`config.mk`:
```
export PLATFORM = sky130hd
export DESIGN_NAME = int_sched_flat
export DESIGN_NICKNAME = d
export VERILOG_FILES = /design/src/rtl/int_sched_if.sv /design/src/rtl/int_sched.sv /design/src/flat_wrapper.sv
export SDC_FILE = /design/constraint.sdc
export NUM_CORES = 1
export LEC_CHECK = 0
export ABC_AREA = 1
export BUFFER_PORTS_ARGS = -buffer_cell sky130_fd_sc_hd__buf_2
export CORE_MARGIN = 2
export CORE_UTILIZATION = 53
export DETAILED_ROUTE_END_ITERATION = 8
export PLACE_DENSITY = 0.8
export SYNTH_ARGS = -nofsm -noshare
export SYNTH_HDL_FRONTEND = slang
export SYNTH_SLANG_ARGS = --single-unit
```
`constraint.sdc`:
```
create_clock -name clk -period 2.7 [get_ports clk]
set_input_delay 0.27 -clock clk [delete_from_list [all_inputs] [get_ports clk]]
set_output_delay 0.27 -clock clk [all_outputs]
set_load 0.02 [all_outputs]
```
`src/rtl/int_sched_if.sv`:
```
// rtl/int_sched_if.sv - processor port bus between the CPU and the interrupt scheduler
interface int_sched_if;
    logic [7:0] address;
    logic [7:0] value_in;
    logic       wen;
    logic       ren;
    logic [7:0] port_out;

    modport master (
        output address,
        output value_in,
        output wen,
        output ren,
        input  port_out
    );

    modport slave (
        input  address,
        input  value_in,
        input  wen,
        input  ren,
        output port_out
    );
endinterface

```
`src/rtl/int_sched.sv`:
```
// rtl/int_sched.sv - 8-source interrupt scheduler (INT_SCHED_ROUND_ROBIN_EN selects round-robin arbitration)
module int_sched #(
    parameter logic [7:0] ADDR_MASK = 8'h10,
    parameter logic [7:0] ADDR_PEND = 8'h11,
    parameter logic [7:0] ADDR_VEC  = 8'h12,
    parameter logic [7:0] ADDR_EOI  = 8'h13
) (
    input  logic        clk,
    input  logic        rst,
    int_sched_if.slave  bus,
    input  logic [7:0]  irq_in,
    output logic [7:0]  irq_ack_out,
    output logic        interrupt,
    input  logic        interrupt_ack
);

    typedef enum logic [1:0] {
        IDLE    = 2'd0,
        REQ     = 2'd1,
        SERVICE = 2'd2,
        EOI     = 2'd3
    } state_t;

    state_t     r_state;
    state_t     w_next;
    logic [7:0] r_mask;
    logic [2:0] r_vec;
    logic [7:0] r_port_out;
    logic [7:0] w_pend;
    logic       w_any;
    logic [2:0] w_win;
    logic       w_mask_wr;
    logic       w_eoi_wr;

    assign w_pend    = irq_in & r_mask;
    assign w_any     = |w_pend;
    assign w_mask_wr = bus.wen && (bus.address == ADDR_MASK);
    assign w_eoi_wr  = bus.wen && (bus.address == ADDR_EOI);
    assign bus.port_out = r_port_out;

`ifdef INT_SCHED_ROUND_ROBIN_EN
    logic [2:0] r_last;

    // Round-robin pick: scan upward from the source after the last grant, wrapping at 7
    always_comb begin
        logic [2:0] idx;
        logic       found;
        w_win = 3'd0;
        found = 1'b0;
        idx   = 3'd0;
        for (int i = 0; i < 8; i++) begin
            idx = r_last + 3'd1 + 3'(i);
            if (!found && w_pend[idx]) begin
                w_win = idx;
                found = 1'b1;
            end
        end
    end

    // Remember the granted source so the next search starts just past it
    always_ff @(posedge clk) begin
        if (rst) begin
            r_last <= 3'd7;
        end else if (r_state == IDLE && w_any) begin
            r_last <= w_win;
        end
    end
`else
    // Fixed priority pick: the lowest pending index wins
    always_comb begin
        w_win = 3'd0;
        for (int i = 7; i >= 0; i--) begin
            if (w_pend[i]) begin
                w_win = 3'(i);
            end
        end
    end
`endif

    // State register
    always_ff @(posedge clk) begin
        if (rst) begin
            r_state <= IDLE;
        end else begin
            r_state <= w_next;
        end
    end

    // Next state and outputs; EOI never arbitrates so the source gets a cycle to drop its request
    always_comb begin
        w_next      = r_state;
        interrupt   = 1'b0;
        irq_ack_out = 8'h00;
        case (r_state)
            IDLE: begin
                if (w_any) begin
                    w_next = REQ;
                end
            end
            REQ: begin
                interrupt = 1'b1;
                if (interrupt_ack) begin
                    w_next = SERVICE;
                end
            end
            SERVICE: begin
                if (w_eoi_wr) begin
                    w_next = EOI;
                end
            end
            EOI: begin
                // A reset landing on the EOI cycle suppresses the pulse entirely
                if (!rst) begin
                    irq_ack_out = 8'h01 << r_vec;
                end
                w_next = IDLE;
            end
            default: w_next = IDLE;
        endcase
    end

    // Latch the winning source on the IDLE->REQ transition; held through the whole sequence
    always_ff @(posedge clk) begin
        if (rst) begin
            r_vec <= 3'd0;
        end else if (r_state == IDLE && w_any) begin
            r_vec <= w_win;
        end
    end

    // Mask register; arbitration in the same cycle still sees the old value
    always_ff @(posedge clk) begin
        if (rst) begin
            r_mask <= 8'h00;
        end else if (w_mask_wr) begin
            r_mask <= bus.value_in;
        end
    end

    // Registered read data, held when no read is in progress
    always_ff @(posedge clk) begin
        if (rst) begin
            r_port_out <= 8'h00;
        end else if (bus.ren) begin
            case (bus.address)
                ADDR_MASK: r_port_out <= r_mask;
                ADDR_PEND: r_port_out <= w_pend;
                ADDR_VEC:  r_port_out <= {(r_state == REQ) || (r_state == SERVICE), 4'b0000, r_vec};
                default:   r_port_out <= 8'h00;
            endcase
        end
    end

endmodule

```
`src/flat_wrapper.sv`:
```
// flat-port wrapper written by rule: the top's interface ports become plain ports
module int_sched_flat 
#(
    parameter logic [7:0] ADDR_MASK = 8'h10,
    parameter logic [7:0] ADDR_PEND = 8'h11,
    parameter logic [7:0] ADDR_VEC  = 8'h12,
    parameter logic [7:0] ADDR_EOI  = 8'h13
)
  (clk, rst, irq_in, irq_ack_out, interrupt, interrupt_ack, bus_address, bus_value_in, bus_wen, bus_ren, bus_port_out);
  int_sched_if bus_i ();
  input  logic clk;
  input  logic rst;
  input  logic [7:0] irq_in;
  output logic [7:0] irq_ack_out;
  output logic interrupt;
  input  logic interrupt_ack;
  input wire logic [$bits(bus_i.address)-1:0] bus_address;
  input wire logic [$bits(bus_i.value_in)-1:0] bus_value_in;
  input wire logic [$bits(bus_i.wen)-1:0] bus_wen;
  input wire logic [$bits(bus_i.ren)-1:0] bus_ren;
  output wire logic [$bits(bus_i.port_out)-1:0] bus_port_out;
  assign bus_i.address = bus_address;
  assign bus_i.value_in = bus_value_in;
  assign bus_i.wen = bus_wen;
  assign bus_i.ren = bus_ren;
  assign bus_port_out = bus_i.port_out;
  int_sched #(.ADDR_MASK(ADDR_MASK), .ADDR_PEND(ADDR_PEND), .ADDR_VEC(ADDR_VEC), .ADDR_EOI(ADDR_EOI)) u_core (.clk(clk), .rst(rst), .bus(bus_i), .irq_in(irq_in), .irq_ack_out(irq_ack_out), .interrupt(interrupt), .interrupt_ack(interrupt_ack));
endmodule
```
---- Word-level counts from Yosys, hierarchy flattened ----
Index checks and enable logic that the tools add are counted.
storage, ports and cells
  bits in registers ....................... 21
  input bits .............................. 29
  output and inout bits ................... 17
operators by class
  equal/unequal tests ..................... 10
  shifts and indexed selects .............. 1
  mux-type cells .......................... 16
  bitwise operators ....................... 1
  reduce and logical (&&, ||, !) cells .... 7
operators with widths
  cell                   count
  $eq A8 B5 Y1 const B   4
  $mux W3                8
  $pmux W8 S3            1
  $mux W8                2
  $and A8 B8 Y8          1
  $pmux W2 S4            1
  $reduce_or A8 Y1       1
  $shl A1 B3 Y8 const A  1
  $mux W2                3
  $eq A2 B2 Y1 const B   2
  $ne A2 B1 Y1 const B   2
  $logic_and A1 B1 Y1    3
  $reduce_and A3 Y1      1
  $eq A2 B1 Y1 const B   1
  $logic_not A2 Y1       1
  $ne A2 B2 Y1 const B   1
  $logic_or A1 B1 Y1     1
  $mux W1                1

---- Logic depth before layout (Yosys ltp) ----
  depth after elaboration ................. 9
  gate-level depth with buffers ........... 10

---- Least setup slack after synthesis ----
No wires, ideal clock.
  path type ............................... input to output
  start point ............................. in rst
  end point ............................... out irq_ack_out[0]
  arrival time ............................ 0.954 ns
  required time ........................... 2.430 ns
  setup slack ............................. 1.476 ns
  stages .................................. 4
  buffers on the path ..................... 1
  path through ............................ buf_2 inv_1 nand3b_1 nor2_1
between the ends
  word-level cells in the longest chain between the ends .. 2
RTL lines
  what             line                source
  start, declared  flat_wrapper.sv:12  input logic rst;
  $mux W8          int_sched.sv:113    if (!rst) begin
  $mux W8          int_sched.sv:94     case (r_state)
  end, declared    flat_wrapper.sv:14  output logic [7:0] irq_ack_out;
No other way between the ends.

---- Worst setup path after layout ----
  start point ............................. reg u_core.r_state[1]
  end point ............................... out irq_ack_out[1]
between the ends
  word-level cells in the longest chain between the ends .. 2
RTL lines
  what                    line             source
  start, declared         int_sched.sv:24  state_t r_state;
  start signal, assigned  int_sched.sv:85  r_state <= w_next;
  $eq A2 B2 Y1            int_sched.sv:94
  $mux W8                 int_sched.sv:94
No other way between the ends.

==> qor.yml <==
cts_tree: "yes"
syn_nets: 231
clkSinkCount: 21
cts_made_buffers: 3
clock_power_share_pct: 20.7
drtIter0Drc: 46
cts.reportedPaths.clkPinSlew_ns: 0.11
avgSynthCellArea_um2: 6.80
setup_viol: 0
vias_per_cell: 4.90
wl_per_cell_um: 10.0
fin_setup_tns_ns: 0
cts_setup_buffers: 0
diodes: 0
p_comb_share_pct: 32.0
post-route-period-util_pct: 59.0
ios: 46
die-area_mm2: 0.00295
worst_pin_slew_ns: 0.357
multi_input_area_um2: 803
initial_core_util_pct: 55.1
p_seq_share_pct: 47.4
synth_top_area_share_pct: 31.4
drt_first_pass_iters: 4
hpwl_um: 2220
slew_viol_final: 0
postSynth.asyncResetShare_pct: 0
synth_ff_type: "dfxtp_1"
final_cell_count_no_fill: 271
layout-drive-gt1-share_pct: 27.8
synth_area_leaders: "dfxtp_1 31%, nand2_1 13%, nand3_1 8.2%"
first_global_vias: 1069
worstPathArrival_ns: 1.32
switching_share_pct: 35.0
hold_path.class: "in2reg"
drcViolationCount: 0
synth_common_cells: "46 x nand2_1, 29 x nor2_1, 22 x nand3_1"
cap_violations: 0
synthMostInstantiatedCell: "nand2_1"
cts_resized: 0
grt_start_max_net_pins: 19
antenna_found_initial: 0
yosysSeqAreaShare_pct: 31.4
hold_slack_ns: 0.192
nFillCells: 243
clkLatencyLatePin_ns: 0.30
core-area_mm2: 0.00243
die_y_um: 54.3
portBuffers: 45
crit_path_end_kind: "output pin"
h-tree-depth: 1
cp-start-kind: "register"
rsz0062_at_grt: "false"
ctsHoldBuffers: 0
hold_viol_final: 0
placed_cells: 267
critPathBufInv: 1
ys_ff_latch: 21
status: "complete, no violations"
yosysWarnings: 0
vdd_drop_max_v: 0.000398
cts_root_buf: "clkbuf_4"
power_uw: 720
via_count: 1329
gp_congestion: 0.826
netlist_instances: 197
clockBufferDepth: 2
ant_nets: 0
place_area_mm2: 0.00156
worstPathCellList: "ha_1, nand3b_1, nor2_1, buf_2"
synth-edff-count: 0
period_needed_ns: 1.59
routed_wl_um: 2720
grt_pass1_wl_um: 4240
max_freq_mhz: 628
synth_top_cell_by_area: "dfxtp_1"
crit_type: "reg2out"
grt_usage_pct: 19.7
fp.dieW_um: 54.3
grt.overflow.total: 0
internal_power_uw: 468
nNetsFinal: 276
cp_slowest_cell: "dfxtp_1"
cp_max_fo: 4
synth_cell_type_count: 27
area_growth_syn_to_layout_pct: 18.8
syn-cell-area_mm2: 0.00134
required_ns: 2.43
rows: 18
max_stage_delay_ns: 0.41
power_density_mw_per_mm2: 453
switchingPower_uw: 252
design_area_mm2: 0.00159
skew_ns: 0.00119
relSlewSlack_pct: 76.2
leakagePower_nw: 0.829
register_area_um2: 420
cpLargestDelayFamily: "flip-flops"
placed cells by master (no fill, tap or decap):
cell and instances:
clkinvlp_4 1, nand3_1 22, o21ai_1 1, inv_2 5, nor2_8 2, a21oi_1 9
inv_1 14, nor2_2 2, nand2_8 1, nand4_1 4, nor2_1 29, buf_2 45
nor3_1 8, o21ai_0 10, a21oi_2 1, o21a_1 1, nand2_4 3, a31oi_1 1
ha_1 5, nand2_1 46, nand2_2 1, clkbuf_4 3, o221a_2 1, clkinv_1 1
nand3b_1 2, dfxtp_1 21, nor2_4 2
worst reg2reg max path, cell delays in order, from the launching register on:
cell and delay [ns]:
dfxtp_1 0.35, nand2_1 0.14, nand2_1 0.07, nor2_1 0.18, nand3_1 0.15, nand2_1 0.11
nor2_2 0.04, nor2_1 0.09, nor2_1 0.04
sequential cells by signal, summed over array words and instances, names as in the netlist:
signal and count:
u_core.r_vec 3, u_core.bus.port_out 8, u_core.r_state 2, u_core.r_mask 8
per-layer routing:
metal	vias up	GRT usage (%)	wire, µm
met3	0	4.92	168
met5	-	0	0
met1	569	28.1	1350
li1	726	-	-
met2	34	30.3	1210
met4	0	3.75	0
path summary, 6_finish.rpt:
check	start	end	slack, ns	cells after the start
worst max-delay path	u_core.r_state[1]$_SDFFE_PP0P_	irq_ack_out[1]	1.11	4
worst min-delay path	bus_value_in[7]	u_core.r_mask[7]$_SDFFE_PP0P_	0.19	3
worst max register to register	u_core.r_mask[5]$_SDFFE_PP0P_	u_core.r_state[1]$_SDFFE_PP0P_	1.44	8
worst min register to register	u_core.bus.port_out[1]$_SDFFE_PP0P_	u_core.bus.port_out[1]$_SDFFE_PP0P_	0.47	2
power groups by stage:
stage | clock network [mW] | registers, mW | logic, mW
CTS | 0.156 | 0.341 | 0.234
global route | 0.166 | 0.346 | 0.265
global placement | 0 | 0.348 | 0.229
floorplan | 0 | 0.345 | 0.183
detailed placement | 0 | 0.349 | 0.233
finish | 0.149 | 0.341 | 0.230
cells by family after synthesis:
group	count (synthesis)	share of synthesized area, %
and+or+nand+nor	122	45.3
buffers and inverters	25	8.68
AOI/OAI and AO/OA	24	9.99
DFF	21	31.4
adders and majority gates	5	4.67
metrics by stage:
| stage | utilization, % | setup WS [ns] |
|---|---|---|
| detailed placement | 64.2 | 1.20 |
| global route | 65.4 | 0.921 |
| finish | 65.4 | 1.11 |
| floorplan | - | 1.48 |
| CTS | 65.4 | 1.09 |
| global placement | 64.2 | 1.23 |
cell type report:
| class | count | area share (%) |
|---|---|---|
| inverter | 20 | 4.72 |
| clock buffer | 3 | 1.42 |
| multi-input combinational | 151 | 50.5 |
| timing repair buffer | 45 | 14.2 |
| sequential | 21 | 26.4 |
| tap | 30 | 2.36 |
| clock inverter | 1 | 0.472 |
Note: power is estimated with default switching activity, not from simulation.
